### config.mk
export PLATFORM = sky130hd
export DESIGN_NAME = shift_unit_ctrl_flat
export DESIGN_NICKNAME = d
export VERILOG_FILES = /design/src/rtl/shift_unit_ctrl_if.sv /design/src/rtl/shift_unit_ctrl.sv /design/src/flat_wrapper.sv
export SDC_FILE = /design/constraint.sdc
export NUM_CORES = 1
export LEC_CHECK = 0
export BUFFER_PORTS_ARGS = -buffer_cell sky130_fd_sc_hd__buf_2
export CORE_ASPECT_RATIO = 0.9
export CORE_UTILIZATION = 55
export DETAILED_ROUTE_END_ITERATION = 6
export HOLD_SLACK_MARGIN = 0.03
export PLACE_DENSITY = 0.89
export SYNTH_ARGS = -nofsm -noshare
export SYNTH_HDL_FRONTEND = slang
export SYNTH_SLANG_ARGS = --single-unit
### constraint.sdc
create_clock -name clock -period 3.8 [get_ports clock]
set_clock_uncertainty 0.2 [all_clocks]
set_input_delay 0 -clock clock [delete_from_list [all_inputs] [get_ports clock]]
set_output_delay 0 -clock clock [all_outputs]
set_load 0.005 [all_outputs]
### src/rtl/shift_unit_ctrl_if.sv
// shift_unit_ctrl_if: issue and retire handshake bundle of the shift unit
interface shift_unit_ctrl_if #(
  parameter int WIDTH = 32,
  parameter int TAGW  = 4
);
  logic             in_valid;
  logic             in_ready;
  logic [1:0]       in_op;
  logic [WIDTH-1:0] in_a;
  logic [WIDTH-1:0] in_b;
  logic [TAGW-1:0]  in_tag;
  logic             out_valid;
  logic             out_ready;
  logic [WIDTH-1:0] out_result;
  logic [TAGW-1:0]  out_tag;
  logic             out_err;
  modport master (
    output in_valid, in_op, in_a, in_b, in_tag, out_ready,
    input  in_ready, out_valid, out_result, out_tag, out_err
  );
  modport slave (
    input  in_valid, in_op, in_a, in_b, in_tag, out_ready,
    output in_ready, out_valid, out_result, out_tag, out_err
  );
endinterface

### src/rtl/shift_unit_ctrl.sv
// shift_unit_ctrl: issue/retire control around a pipelined arithmetic barrel shifter
module shift_unit_ctrl #(
  parameter int WIDTH     = 32,
  parameter int WIDTHDIST = 5,
  parameter int PIPELINE  = 2,
  parameter int TAGW      = 4
) (
  input  logic                 clock,
  input  logic                 aclr_n,
  input  logic                 flush,
  shift_unit_ctrl_if.slave     io,
  output logic                 sh_aclr,
  output logic                 sh_clken,
  output logic [WIDTH-1:0]     sh_data,
  output logic [WIDTHDIST-1:0] sh_distance,
  output logic                 sh_direction,
  input  logic [WIDTH-1:0]     sh_result
);
  localparam int EW = WIDTH + TAGW + 1;
  if (PIPELINE < 1) begin : g_bad_pipeline
    $error("shift_unit_ctrl: PIPELINE must be at least 1");
  end
  logic [PIPELINE-1:0]                 v_q, v_d;
  logic [PIPELINE-1:0][1:0]            op_q, op_d;
  logic [PIPELINE-1:0][WIDTHDIST-1:0]  dist_q, dist_d;
  logic [PIPELINE-1:0][TAGW-1:0]       tag_q, tag_d;
  logic [1:0][EW-1:0]                  mem_q, mem_d;
  logic [1:0]                          count_q, count_d;
  logic                                out_valid_q, out_valid_d;
  logic [EW-1:0]                       out_q, out_d;
  logic                                v_last, pop, push, fifo_space;
  logic [1:0]                          op_last, left;
  logic [WIDTHDIST-1:0]                dist_last;
  logic [TAGW-1:0]                     tag_last;
  logic [WIDTH-1:0]                    fixed;
  assign v_last       = v_q[PIPELINE-1];
  assign op_last      = op_q[PIPELINE-1];
  assign dist_last    = dist_q[PIPELINE-1];
  assign tag_last     = tag_q[PIPELINE-1];
  assign pop          = out_valid_q & io.out_ready;
  assign fifo_space   = (count_q < 2'd2) | pop;
  assign sh_clken     = ~v_last | fifo_space;
  assign push         = sh_clken & v_last;
  assign io.in_ready  = sh_clken & ~flush & aclr_n;
  assign sh_aclr      = ~aclr_n;
  assign sh_data      = io.in_a;
  assign sh_direction = io.in_op != 2'b00;
  assign sh_distance  = io.in_op == 2'b11 ? '0 : io.in_b[WIDTHDIST-1:0];
  // the shifter only does arithmetic right shifts, so SRL clears the sign-filled top bits
  assign fixed        = op_last == 2'b01 ? sh_result & ({WIDTH{1'b1}} >> dist_last) : sh_result;
  assign io.out_valid = out_valid_q;
  assign {io.out_result, io.out_tag, io.out_err} = out_q;
  // sideband pipe moves in lockstep with the shifter; non-handshake cycles enter as bubbles
  always_comb begin
    v_d    = v_q;
    op_d   = op_q;
    dist_d = dist_q;
    tag_d  = tag_q;
    if (sh_clken) begin
      v_d[0]    = io.in_valid & io.in_ready;
      op_d[0]   = io.in_op;
      dist_d[0] = sh_distance;
      tag_d[0]  = io.in_tag;
      for (int i = 1; i < PIPELINE; i++) begin
        v_d[i]    = v_q[i-1];
        op_d[i]   = op_q[i-1];
        dist_d[i] = dist_q[i-1];
        tag_d[i]  = tag_q[i-1];
      end
    end
    if (flush) v_d = '0;
  end
  // 2-entry fifo: pop then push; the output regs only present entries held before this edge
  always_comb begin
    left        = count_q - {1'b0, pop};
    mem_d       = mem_q;
    if (pop) mem_d[0] = mem_q[1];
    if (push) mem_d[left[0]] = {fixed, tag_last, op_last == 2'b11};
    count_d     = flush ? 2'd0 : left + {1'b0, push};
    out_valid_d = ~flush & (left != 2'd0);
    out_d       = out_valid_d ? (pop ? mem_q[1] : mem_q[0]) : '0;
  end
  // state registers, cleared asynchronously so outputs drop as soon as reset asserts
  always_ff @(posedge clock or negedge aclr_n) begin
    if (!aclr_n) begin
      v_q         <= '0;
      op_q        <= '0;
      dist_q      <= '0;
      tag_q       <= '0;
      mem_q       <= '0;
      count_q     <= '0;
      out_valid_q <= 1'b0;
      out_q       <= '0;
    end else begin
      v_q         <= v_d;
      op_q        <= op_d;
      dist_q      <= dist_d;
      tag_q       <= tag_d;
      mem_q       <= mem_d;
      count_q     <= count_d;
      out_valid_q <= out_valid_d;
      out_q       <= out_d;
    end
  end
endmodule

### src/flat_wrapper.sv
// flat-port wrapper written by rule: the top's interface ports become plain ports
module shift_unit_ctrl_flat 
#(
  parameter int WIDTH     = 32,
  parameter int WIDTHDIST = 5,
  parameter int PIPELINE  = 2,
  parameter int TAGW      = 4
)
  (clock, aclr_n, flush, sh_aclr, sh_clken, sh_data, sh_distance, sh_direction, sh_result, io_in_valid, io_in_op, io_in_a, io_in_b, io_in_tag, io_out_ready, io_in_ready, io_out_valid, io_out_result, io_out_tag, io_out_err);
  shift_unit_ctrl_if #(.WIDTH(WIDTH), .TAGW(TAGW)) io_i ();
  input  logic clock;
  input  logic aclr_n;
  input  logic flush;
  output logic sh_aclr;
  output logic sh_clken;
  output logic [WIDTH-1:0] sh_data;
  output logic [WIDTHDIST-1:0] sh_distance;
  output logic sh_direction;
  input  logic [WIDTH-1:0] sh_result;
  input wire logic [$bits(io_i.in_valid)-1:0] io_in_valid;
  input wire logic [$bits(io_i.in_op)-1:0] io_in_op;
  input wire logic [$bits(io_i.in_a)-1:0] io_in_a;
  input wire logic [$bits(io_i.in_b)-1:0] io_in_b;
  input wire logic [$bits(io_i.in_tag)-1:0] io_in_tag;
  input wire logic [$bits(io_i.out_ready)-1:0] io_out_ready;
  output wire logic [$bits(io_i.in_ready)-1:0] io_in_ready;
  output wire logic [$bits(io_i.out_valid)-1:0] io_out_valid;
  output wire logic [$bits(io_i.out_result)-1:0] io_out_result;
  output wire logic [$bits(io_i.out_tag)-1:0] io_out_tag;
  output wire logic [$bits(io_i.out_err)-1:0] io_out_err;
  assign io_i.in_valid = io_in_valid;
  assign io_i.in_op = io_in_op;
  assign io_i.in_a = io_in_a;
  assign io_i.in_b = io_in_b;
  assign io_i.in_tag = io_in_tag;
  assign io_i.out_ready = io_out_ready;
  assign io_in_ready = io_i.in_ready;
  assign io_out_valid = io_i.out_valid;
  assign io_out_result = io_i.out_result;
  assign io_out_tag = io_i.out_tag;
  assign io_out_err = io_i.out_err;
  shift_unit_ctrl #(.WIDTH(WIDTH), .WIDTHDIST(WIDTHDIST), .PIPELINE(PIPELINE), .TAGW(TAGW)) u_core (.clock(clock), .aclr_n(aclr_n), .flush(flush), .io(io_i), .sh_aclr(sh_aclr), .sh_clken(sh_clken), .sh_data(sh_data), .sh_distance(sh_distance), .sh_direction(sh_direction), .sh_result(sh_result));
endmodule
==> key figures <==
Clock tree
  • CTS sink cnt: 138
  • Root buffer cell: clkbuf_16
  • CTS buffer count: 17
  • CTS Buffer Depth: 2
  • Reg clk slew, reported paths: 60 ps
  • CTS tree: done
  • Clk_lat worst skew: 410 ps
  • H-tree depth: 4
  • Setup bufs post-CTS: 0

Synthesis
  • Yosys synthesis warning count: 0
  • Synth top area share: 57.3%
  • Netlist cell types: 40
  • Syn_area_per_cell: 11.7 µm²
  • Synth cell count leaders: 138 x dfrtp_1, 55 x mux2i_1, 43 x o21ai_0, 42 x nor2_1, 36 x buf_4
  • Mapped cell area: 0.00603 mm²
  • Number of flops mapped to enable cells by yosys: 0
  • Top FF cell, synth: dfrtp_1
  • FF+latch count, synth: 138
  • Leading area contributor after synthesis: dfrtp_1
  • Ys async rst share: 100%
  • Top cells by area, synth: dfrtp_1 57%, mux2i_1 9.1%, mux2_4 4.7%, buf_4 4.5%, o21ai_0 3.6%
  • Top-count cell post-synth: dfrtp_1
  • Register area share after synthesis: 57.3%
  • Syn Nets: 624
  • Post-synthesis cell count: 515

Worst setup path
  • Crit-path max cell delay: 870 ps
  • CP bufs+invs: 1
  • Worst-path fanout max: 29
  • Critical path type: flip-flop to flip-flop
  • Critical Path Most Common Cell: nand2_2
  • Startpoint types: flip-flop
  • Crit path cell chain: nand2_2, inv_1, ha_1, nand2_2, nor2_4, mux2i_1
  • Crit. End Element: flip-flop
  • Cell family with most CP delay: simple AND/OR/NAND/NOR gates
  • Crit path required time: 3910 ps
  • Worst Path Arrival: 2920 ps
  • CP max-delay cell: nor2_4

Finish
  • P&R area growth vs syn: 27.8%
  • Fillcell total: 635
  • Final #Nets: 760
  • Share of layout cells above drive strength 1: 25.5%
  • Antenna cell count: 0

Global route
  • GRT overflow: 0
  • GRT busiest layer: met2
  • First-pass GRT wire length: 24000 µm
  • Initial antenna violation count: 0
  • GR Util met2: 46.8%
  • Met3 Use GR: 7.18%
  • Vias in the first global route: 4801
  • Met1 usage: 32.8%
  • Total track usage: 28.1%
  • Pin count of the biggest net entering global routing: 93

Timing
  • Fin crit share: 73.8%
  • Count of final max-slew check failures: 0
  • RSZ-0062 raised after global routing: false
  • Max Fclk: 357 MHz
  • Worst Tran Pin Value: 1080 ps
  • Relative slew slack: 27.9%
  • Final setup viols: 0
  • Final min period: 2800 ps
  • Final hold violations: 0
  • Sum of negative setup slack: 0 ps
  • Hold Slack: 28.7 ps
  • Worst setup margin: 996 ps

Routing
  • Drt drc: 7
  • Final antenna-violating net count: 0
  • Initial DRC Count: 311
  • Initial DRT Pass Iterations: 7
  • Routed WL per cell: 19.3 µm
  • Routed vias/inst: 5.95
  • DRT Wirelength: 15300 µm
  • Via Count: 4715

Floorplanning
  • Die Ht: 101 µm
  • Die Footprint: 0.0114 mm²
  • Cell row count: 35
  • Die Width: 112 µm
  • Initial Utilization: 57.6%
  • Core Area: 0.0105 mm²
  • Io pins: 186

Pwr
  • Pwr/cell area: 638 mW/mm²
  • VDD IR max: 0.344 mV
  • Leakage power: 3.91 nW
  • Pwr Total: 4.91 mW

Placed design
  • Gp weighted congestion: 0.770
  • DP Wirelength: 8410 µm
  • PortBufs: 94
  • DP Worst Slack: 1170 ps

Min path
  • Hold WC Path Type: primary input to async pin

Job
  • Max Cap Viol: 0

Run status
  • Status: finished with violations
  • Failing checks: design-rule violations
[final timing paths]
path                                          startpoint                           end  slack [ps]  cells past startpoint
min in group clock                          io_in_tag[0]   u_core.tag_q[0]$_DFFE_PN0P_         160                      3
min reg2reg                 u_core.mem_q[55]$_DFFE_PN0P_  u_core.mem_q[55]$_DFFE_PN0P_         280                      2
min                                               aclr_n     u_core.out_q[5]$_DFF_PN0_          30                      2
max reg2reg                u_core.io.out_valid$_DFF_PN0_    u_core.mem_q[33]$_DFF_PN0_        1000                      6
max                        u_core.io.out_valid$_DFF_PN0_    u_core.mem_q[33]$_DFF_PN0_        1000                      6
max in group asynchronous                         aclr_n  u_core.mem_q[52]$_DFFE_PN0P_        2230                      3
[flip-flops by register name (all words and copies together), names as in the netlist]
register,count
u_core.op_q,2
u_core.op_last,2
u_core.mem_q,74
u_core.v_q,2
u_core.dist_last,5
u_core.tag_last,4
u_core.tag_q,4
u_core.out_q,37
u_core.io.out_valid,1
u_core.count_q,2
u_core.dist_q,5
[worst register-to-register path, cell delays in order, from the launching register on]
cell and delay [ps]:
dfrtp_1 530, nand2_2 170, inv_1 60, ha_1 350, nand2_2 190, nor2_4 870, mux2i_1 350
[through the flow]
| step | area (µm²) | std cells | util [%] |
|---|---|---|---|
| finish | 7700 | 793 | 73.6 |
| global route | 7700 | 793 | 73.6 |
| CTS | 7700 | 793 | 73.6 |
| detailed placement | 6290 | 680 | 60.1 |
| global placement | 6290 | 680 | 60.1 |
| floorplan | 6030 | 515 | - |
[where the power goes]
part | internal [mW] | switching [mW] | leakage, nW | total (mW)
combinational | 0.503 | 0.639 | 1.82 | 1.14
clock | 1.04 | 0.616 | 0.288 | 1.66
sequential | 1.89 | 0.218 | 1.80 | 2.11
total | 3.44 | 1.47 | 3.91 | 4.91
[metal layers]
metal  up-vias  part of all wire [%]  wire (µm)
li1       2021                     -          -
met2       326                    49       7530
met3        67                   8.2       1260
met5         -                     0          0
met1      2301                    38       5870
met4         0                   4.3        653
[cells by family after synthesis]
family,Yosys count,share of synthesized area (%)
XOR/XNOR,2,0.291
buffers and inverters,75,7.64
multiplexers,82,15.4
AO/OA/AOI/OAI,97,10.0
AND/OR/NAND/NOR,119,8.93
adder cells (fa/ha/maj),2,0.415
flip-flops,138,57.3
[layout make-up]
| cell class | count | area, µm² | area share, % |
|---|---|---|---|
| flip-flops and latches | 138 | 3450 | 44.9 |
| multi-input cells | 302 | 2120 | 27.5 |
| repair buffers | 180 | 1330 | 17.2 |
| clock buffers | 19 | 443 | 5.75 |
| well taps | 129 | 161 | 2.10 |
| clock inverters | 13 | 151 | 1.97 |
| inverters | 12 | 45.0 | 0.585 |
[cell usage in the layout (no fill, tap or decap), drive strengths merged, types with 6 or more instances in the layout]
cell type	n
buf	99
a21oi	13
o21ai	43
clkbuf	19
o22ai	9
and2	8
nand2	37
inv	12
o31ai	6
dfrtp	138
mux2i	55
mux2	27
o2bb2ai	6
clkinv	7
dlygate4sd3	81
nand3	10
nor2	42
nor3	9
[repair_timing]
| item | CTS | global route |
|---|---|---|
| gates resized for setup | 0 | 0 |
| endpoints found under the hold margin | 208 | 0 |
| endpoints found under the setup margin | 0 | 0 |
| hold buffers | 81 | 0 |
Note: power is estimated with default switching activity, not from simulation.
